==> src/rtl/axil_lite_master.sv <==
// Single-outstanding AXI4-Lite initiator: one command in, one AXI-Lite transaction out,
// exactly one response back (watchdog-bounded).
module axil_lite_master #(
    parameter int unsigned TIMEOUT = 32'd256
) (
    input  logic        M_AXI_ACLK,
    input  logic        M_AXI_ARESETN,
    input  logic        cmd_valid,
    output logic        cmd_ready,
    input  logic        cmd_write,
    input  logic [31:0] cmd_addr,
    input  logic [31:0] cmd_wdata,
    input  logic [3:0]  cmd_wstrb,
    output logic        rsp_valid,
    input  logic        rsp_ready,
    output logic        rsp_write,
    output logic [31:0] rsp_rdata,
    output logic [1:0]  rsp_resp,
    output logic        rsp_timeout,
    output logic [31:0] M_AXI_AWADDR,
    output logic        M_AXI_AWVALID,
    input  logic        M_AXI_AWREADY,
    output logic [31:0] M_AXI_WDATA,
    output logic [3:0]  M_AXI_WSTRB,
    output logic        M_AXI_WVALID,
    input  logic        M_AXI_WREADY,
    input  logic [1:0]  M_AXI_BRESP,
    input  logic        M_AXI_BVALID,
    output logic        M_AXI_BREADY,
    output logic [31:0] M_AXI_ARADDR,
    output logic        M_AXI_ARVALID,
    input  logic        M_AXI_ARREADY,
    input  logic [31:0] M_AXI_RDATA,
    input  logic [1:0]  M_AXI_RRESP,
    input  logic        M_AXI_RVALID,
    output logic        M_AXI_RREADY
);

    localparam logic [2:0] ST_IDLE = 3'd0;
    localparam logic [2:0] ST_WA   = 3'd1;
    localparam logic [2:0] ST_WB   = 3'd2;
    localparam logic [2:0] ST_RA   = 3'd3;
    localparam logic [2:0] ST_RD   = 3'd4;
    localparam logic [2:0] ST_RSP  = 3'd5;
    localparam int unsigned CW = (TIMEOUT > 32'd1) ? $clog2(TIMEOUT + 32'd1) : 1;

    logic [2:0]    state_q, state_d;
    logic          init_q;
    logic [31:0]   addr_q, addr_d, wdata_q, wdata_d;
    logic [3:0]    wstrb_q, wstrb_d;
    logic          awvalid_q, awvalid_d, wvalid_q, wvalid_d;
    logic          aw_done_q, aw_done_d, w_done_q, w_done_d;
    logic [CW-1:0] wd_q, wd_d;
    logic          rsp_write_q, rsp_write_d, rsp_timeout_q, rsp_timeout_d;
    logic [31:0]   rsp_rdata_q, rsp_rdata_d;
    logic [1:0]    rsp_resp_q, rsp_resp_d;

    logic accept_s, aw_hs_s, w_hs_s, aw_all_s, w_all_s, busy_s, wd_hit_s, abort_s;

    // init_q keeps cmd_ready low until the first edge after reset release
    assign cmd_ready = init_q && (state_q == ST_IDLE);
    assign accept_s  = cmd_valid && cmd_ready;
    assign aw_hs_s   = awvalid_q && M_AXI_AWREADY;
    assign w_hs_s    = wvalid_q && M_AXI_WREADY;
    assign aw_all_s  = aw_done_q || aw_hs_s;
    assign w_all_s   = w_done_q || w_hs_s;
    assign busy_s    = (state_q == ST_WA) || (state_q == ST_WB) ||
                       (state_q == ST_RA) || (state_q == ST_RD);
    assign wd_hit_s  = (TIMEOUT != 32'd0) && (wd_q == CW'(TIMEOUT - 32'd1));

    // Watchdog counter: cleared on accept, saturating while a transaction is in flight
    always_comb begin
        wd_d = wd_q;
        if (accept_s) begin
            wd_d = '0;
        end else if (busy_s && (wd_q != CW'(TIMEOUT))) begin
            wd_d = wd_q + CW'(1);
        end else begin
            wd_d = wd_q;
        end
    end

    // Transaction FSM; completion is checked before the watchdog so it wins a tie
    always_comb begin
        state_d       = state_q;
        addr_d        = addr_q;
        wdata_d       = wdata_q;
        wstrb_d       = wstrb_q;
        awvalid_d     = awvalid_q;
        wvalid_d      = wvalid_q;
        aw_done_d     = aw_done_q;
        w_done_d      = w_done_q;
        rsp_write_d   = rsp_write_q;
        rsp_rdata_d   = rsp_rdata_q;
        rsp_resp_d    = rsp_resp_q;
        rsp_timeout_d = rsp_timeout_q;
        abort_s       = 1'b0;
        case (state_q)
            ST_IDLE: begin
                if (accept_s) begin
                    addr_d        = cmd_addr;
                    rsp_timeout_d = 1'b0;
                    if (cmd_write) begin
                        wdata_d   = cmd_wdata;
                        wstrb_d   = cmd_wstrb;
                        awvalid_d = 1'b1;
                        wvalid_d  = 1'b1;
                        aw_done_d = 1'b0;
                        w_done_d  = 1'b0;
                        state_d   = ST_WA;
                    end else begin
                        state_d   = ST_RA;
                    end
                end else begin
                    state_d = ST_IDLE;
                end
            end
            ST_WA: begin
                awvalid_d = awvalid_q && !aw_hs_s;
                wvalid_d  = wvalid_q && !w_hs_s;
                aw_done_d = aw_all_s;
                w_done_d  = w_all_s;
                if (aw_all_s && w_all_s) begin
                    state_d = ST_WB;
                end else begin
                    abort_s = wd_hit_s;
                end
            end
            ST_WB: begin
                if (M_AXI_BVALID) begin
                    rsp_resp_d  = M_AXI_BRESP;
                    rsp_write_d = 1'b1;
                    rsp_rdata_d = 32'h0000_0000;
                    state_d     = ST_RSP;
                end else begin
                    abort_s = wd_hit_s;
                end
            end
            ST_RA: begin
                if (M_AXI_ARREADY) begin
                    state_d = ST_RD;
                end else begin
                    abort_s = wd_hit_s;
                end
            end
            ST_RD: begin
                if (M_AXI_RVALID) begin
                    rsp_resp_d  = M_AXI_RRESP;
                    rsp_rdata_d = M_AXI_RDATA;
                    rsp_write_d = 1'b0;
                    state_d     = ST_RSP;
                end else begin
                    abort_s = wd_hit_s;
                end
            end
            ST_RSP: begin
                if (rsp_ready) begin
                    state_d = ST_IDLE;
                end else begin
                    state_d = ST_RSP;
                end
            end
            default: begin
                state_d   = ST_IDLE;
                awvalid_d = 1'b0;
                wvalid_d  = 1'b0;
            end
        endcase
        if (abort_s) begin
            awvalid_d     = 1'b0;
            wvalid_d      = 1'b0;
            rsp_timeout_d = 1'b1;
            rsp_resp_d    = 2'b10;
            rsp_rdata_d   = 32'h0000_0000;
            rsp_write_d   = (state_q == ST_WA) || (state_q == ST_WB);
            state_d       = ST_RSP;
        end else begin
            rsp_timeout_d = rsp_timeout_d;
        end
    end

    // State and datapath registers
    always_ff @(posedge M_AXI_ACLK or negedge M_AXI_ARESETN) begin
        if (!M_AXI_ARESETN) begin
            state_q       <= ST_IDLE;
            init_q        <= 1'b0;
            addr_q        <= 32'h0000_0000;
            wdata_q       <= 32'h0000_0000;
            wstrb_q       <= 4'h0;
            awvalid_q     <= 1'b0;
            wvalid_q      <= 1'b0;
            aw_done_q     <= 1'b0;
            w_done_q      <= 1'b0;
            wd_q          <= '0;
            rsp_write_q   <= 1'b0;
            rsp_rdata_q   <= 32'h0000_0000;
            rsp_resp_q    <= 2'b00;
            rsp_timeout_q <= 1'b0;
        end else begin
            state_q       <= state_d;
            init_q        <= 1'b1;
            addr_q        <= addr_d;
            wdata_q       <= wdata_d;
            wstrb_q       <= wstrb_d;
            awvalid_q     <= awvalid_d;
            wvalid_q      <= wvalid_d;
            aw_done_q     <= aw_done_d;
            w_done_q      <= w_done_d;
            wd_q          <= wd_d;
            rsp_write_q   <= rsp_write_d;
            rsp_rdata_q   <= rsp_rdata_d;
            rsp_resp_q    <= rsp_resp_d;
            rsp_timeout_q <= rsp_timeout_d;
        end
    end

    assign M_AXI_AWADDR  = addr_q;
    assign M_AXI_ARADDR  = addr_q;
    assign M_AXI_WDATA   = wdata_q;
    assign M_AXI_WSTRB   = wstrb_q;
    assign M_AXI_AWVALID = awvalid_q;
    assign M_AXI_WVALID  = wvalid_q;
    assign M_AXI_ARVALID = (state_q == ST_RA);
    assign M_AXI_BREADY  = (state_q == ST_WB);
    assign M_AXI_RREADY  = (state_q == ST_RD);
    assign rsp_valid     = (state_q == ST_RSP);
    assign rsp_write     = rsp_write_q;
    assign rsp_rdata     = rsp_rdata_q;
    assign rsp_resp      = rsp_resp_q;
    assign rsp_timeout   = rsp_timeout_q;

endmodule

==> config.mk <==
export PLATFORM = sky130hd
export DESIGN_NAME = axil_lite_master
export DESIGN_NICKNAME = d
export VERILOG_FILES = /design/src/rtl/axil_lite_master.sv
export SDC_FILE = /design/constraint.sdc
export NUM_CORES = 1
export LEC_CHECK = 0
export ABC_AREA = 1
export BUFFER_PORTS_ARGS = -buffer_cell sky130_fd_sc_hd__buf_2
export CAP_MARGIN = 5
export CORE_ASPECT_RATIO = 0.75
export CORE_UTILIZATION = 50
export DETAILED_ROUTE_END_ITERATION = 10
export PLACE_DENSITY = 0.85
export SYNTH_ARGS = -nofsm -noshare
export SYNTH_HDL_FRONTEND = slang
export SYNTH_SLANG_ARGS = --single-unit
==> constraint.sdc <==
create_clock -name M_AXI_ACLK -period 2.72 [get_ports M_AXI_ACLK]
set_clock_uncertainty 0.1 [all_clocks]
set_input_delay 0.136 -clock M_AXI_ACLK [delete_from_list [all_inputs] [get_ports M_AXI_ACLK]]
set_output_delay 0.136 -clock M_AXI_ACLK [all_outputs]
set_load 0.02 [all_outputs]
==> results.yml <==
grt:
  grt_pass1_wl_um: 26580
  grt_pass1_vias: 5462
  grt-ovfl-total: 0
  grt_max_degree: 54
  grtUsageTotal: 0.3046
  antenna_found_initial: 0
critical_path:
  cp-end-kind: "register"
  reg2reg_slack_ns: 0.43
  reg2reg_to: "rsp_rdata[8]$_DFFE_PN0P_"
  required_ns: 2.93
  crit_path_start: "wd_q[0]$_DFFE_PN0P_"
  r2r_cells: 11
  worstSetupStartpointType: "register"
  path_class: "reg -> reg"
  path_max_fanout: 33
  critical_path_arrival_ns: 2.50
  reg2reg_from: "wd_q[0]$_DFFE_PN0P_"
synthesis:
  yosys-top-cells-area: "dfrtp_1 (55%), nand2_1 (23%), buf_4 (4.9%), a21oi_1 (3.1%), inv_1 (2.2%)"
  synth-main-ff-cell: "dfrtp_1"
  synthDistinctLibCells: 28
  synth_most_common_cell: "nand2_1"
  syn_area_mm2: 0.005540
  avgSynthCellArea_um2: 8.220
  synth_edf_count: 0
  async_flop_share: 1.000
  yosysSeqAreaShare: 0.5465
  ys_warn_count: 0
  ys_seq_elements: 121
  synth_area_leader_cell: "dfrtp_1"
  synth_cells: 674
  synthesis.nets: 791
  synth_top_area_share: 0.5465
  synth_top_cells_by_count: "nand2_1 (346), dfrtp_1 (121), buf_4 (36)"
pwr:
  peakVddDrop_uv: 569.7
  leakage_nw: 4.729
  power.density_mw_per_mm2: 1144
clock_tree:
  cts_made_buffers: 17
  cts_sinks: 121
  cts_tree: "done"
  cts_buffer_depth: 2
  path_clk_slew_ns: 0.05
  clockRootBuffer: "clkbuf_16"
  clk_latency_ns: 0.41
  cts.htree.levels: 4
  cts-resized-gates: 0
  post-cts-setup-buffer-count: 0
route:
  final_antenna_net_count: 0
  drt_iter0_drc: 435
  first_pass_iters: 8
  route.detailed.drc: 0
  vias_per_cell: 4.849
  wl_per_cell_um: 14.39
  wl_um: 16580
  num_vias: 5586
final_layout:
  drive_gt1_frac: 0.3054
  finalNetCount: 1119
  final.fill_count: 659
  seq_area_mm2: 0.003028
  area_growth_pct: 49.86
  multi_input_area_mm2: 0.001959
timing:
  hold_violations: 0
  max_freq_ghz: 0.4360
  worst-slew-pin-transition_ns: 0.6238
  hold_slack_ns: 0.02738
  period_share: 0.8431
  fin_ws_ns: 0.4266
  grt_setup_unrepaired: "no"
  setup_violations: 0
  slew_headroom: 0.5841
  timing.setup.tns_ns: 0
  post-route-min-period_ns: 2.293
  slew_viol_final: 0
die:
  row_count: 32
  dieArea_mm2: 0.01151
  die_y_um: 93.16
  initial_utilization: 0.5261
  core_area_mm2: 0.01053
  io_pins: 257
  die_x_um: 123.6
placement:
  dp_worst_setup_slack_ns: 0.4549
  place.gp.congestion: 0.8478
  post-dp-hpwl_um: 9745
  port_buffers: 256
flow_run:
  maxCapViolations: 0
hold_path:
  hold_depth: 4
  worstHoldStart: "cmd_valid"
  min_to: "rsp_timeout$_DFFE_PN0P_"
  holdCritPathClass: "in -> reg"
outcome:
  outcome: "complete, no violations"
## flip-flops by register name, summed over array words and instances, names as in the netlist
signal	cells
M_AXI_AWVALID	1
M_AXI_WSTRB	4
M_AXI_WVALID	1
init_q	1
rsp_rdata	32
aw_done_q	1
rsp_write	1
rsp_timeout	1
rsp_resp	2
M_AXI_ARADDR	32
M_AXI_WDATA	32
w_done_q	1
wd_q	9
state_q	3
## area by class of cell
type,count,area share
Tap cell,136,0.02049
Multi-Input combinational cell,460,0.2360
Clock inverter,15,0.02336
Timing Repair Buffer,367,0.2881
Inverter,35,0.01582
Clock buffer,17,0.05124
Sequential cell,121,0.3647
Antenna cell,1,0.0003014
## cells in the final DEF (no fill, tap or decap), drive strengths merged
cell,count
dfrtp,121
clkbuf,17
ha,3
nor3,3
diode,1
o21bai,2
bufinv,3
inv,39
nor2,25
clkinv,8
conb,1
nand4,5
xor2,1
a21oi,34
or2,3
buf,262
nand3,23
o21ai,7
nand2,351
dlygate4sd3,105
xnor2,2
## power by group
part           switching [W]  leakage, nW  internal [W]
clock network       0.000852        0.304       0.00146
logic                0.00271         2.88       0.00138
registers           0.000555         1.55       0.00254
total                0.00412         4.73       0.00538
## worst max-delay path, stage by stage (launching register included)
cell and delay, ns:
dfrtp_1 0.41, ha_1 0.23, nand2_1 0.10, nor2_1 0.05, nand2_1 0.08, nor2_1 0.06
ha_1 0.25, inv_1 0.08, nor2_1 0.04, nand2_1 0.11, nand4_4 0.39, a21oi_1 0.29
## metal layers
metal	up-vias	track usage	routed length, um
met2	247	0.5200	8476
met4	0	0.1325	459
li1	2702	-	-
met1	2592	0.3537	6518
met5	-	0	0
met3	45	0.09146	1127
## stage by stage
step | instance area [um2] | std cells | util | total power (W)
finish | 8303 | 1152 | 0.7885 | 0.009501
global route | 8300 | 1151 | 0.7883 | 0.01012
CTS | 8300 | 1151 | 0.7883 | 0.009456
detailed placement | 6630 | 1014 | 0.6296 | 0.006973
global placement | 6630 | 1014 | 0.6296 | 0.006871
floorplan | 5540 | 674 | - | 0.005914
## cells by family after synthesis
logic type / synth area share
and+or+nand+nor: 0.3017
DFF: 0.5465
buffers and inverters: 0.09982
AOI/OAI and AO/OA: 0.03975
xor gates and xnor gates: 0.004743
adders and majority gates: 0.006776
other: 0.0006769
## what timing repair did
action                     in CTS  in global routing
hold buffers                  105                  0
hold endpoints to repair      149                  0
setup endpoints to repair       0                  0
## worst max path at each step
stage                                      endpoint  slack, ns  cells after the start
after global placement    rsp_rdata[17]$_DFFE_PN0P_       0.57                     11
after CTS                  rsp_rdata[8]$_DFFE_PN0P_       0.39                     11
after global routing      rsp_rdata[14]$_DFFE_PN0P_       0.13                     11
after detailed placement   rsp_rdata[8]$_DFFE_PN0P_       0.45                     11
after floorplan            rsp_rdata[0]$_DFFE_PN0P_       0.88                     12
final                      rsp_rdata[8]$_DFFE_PN0P_       0.43                     11
Power figures use the tool's default switching activity.
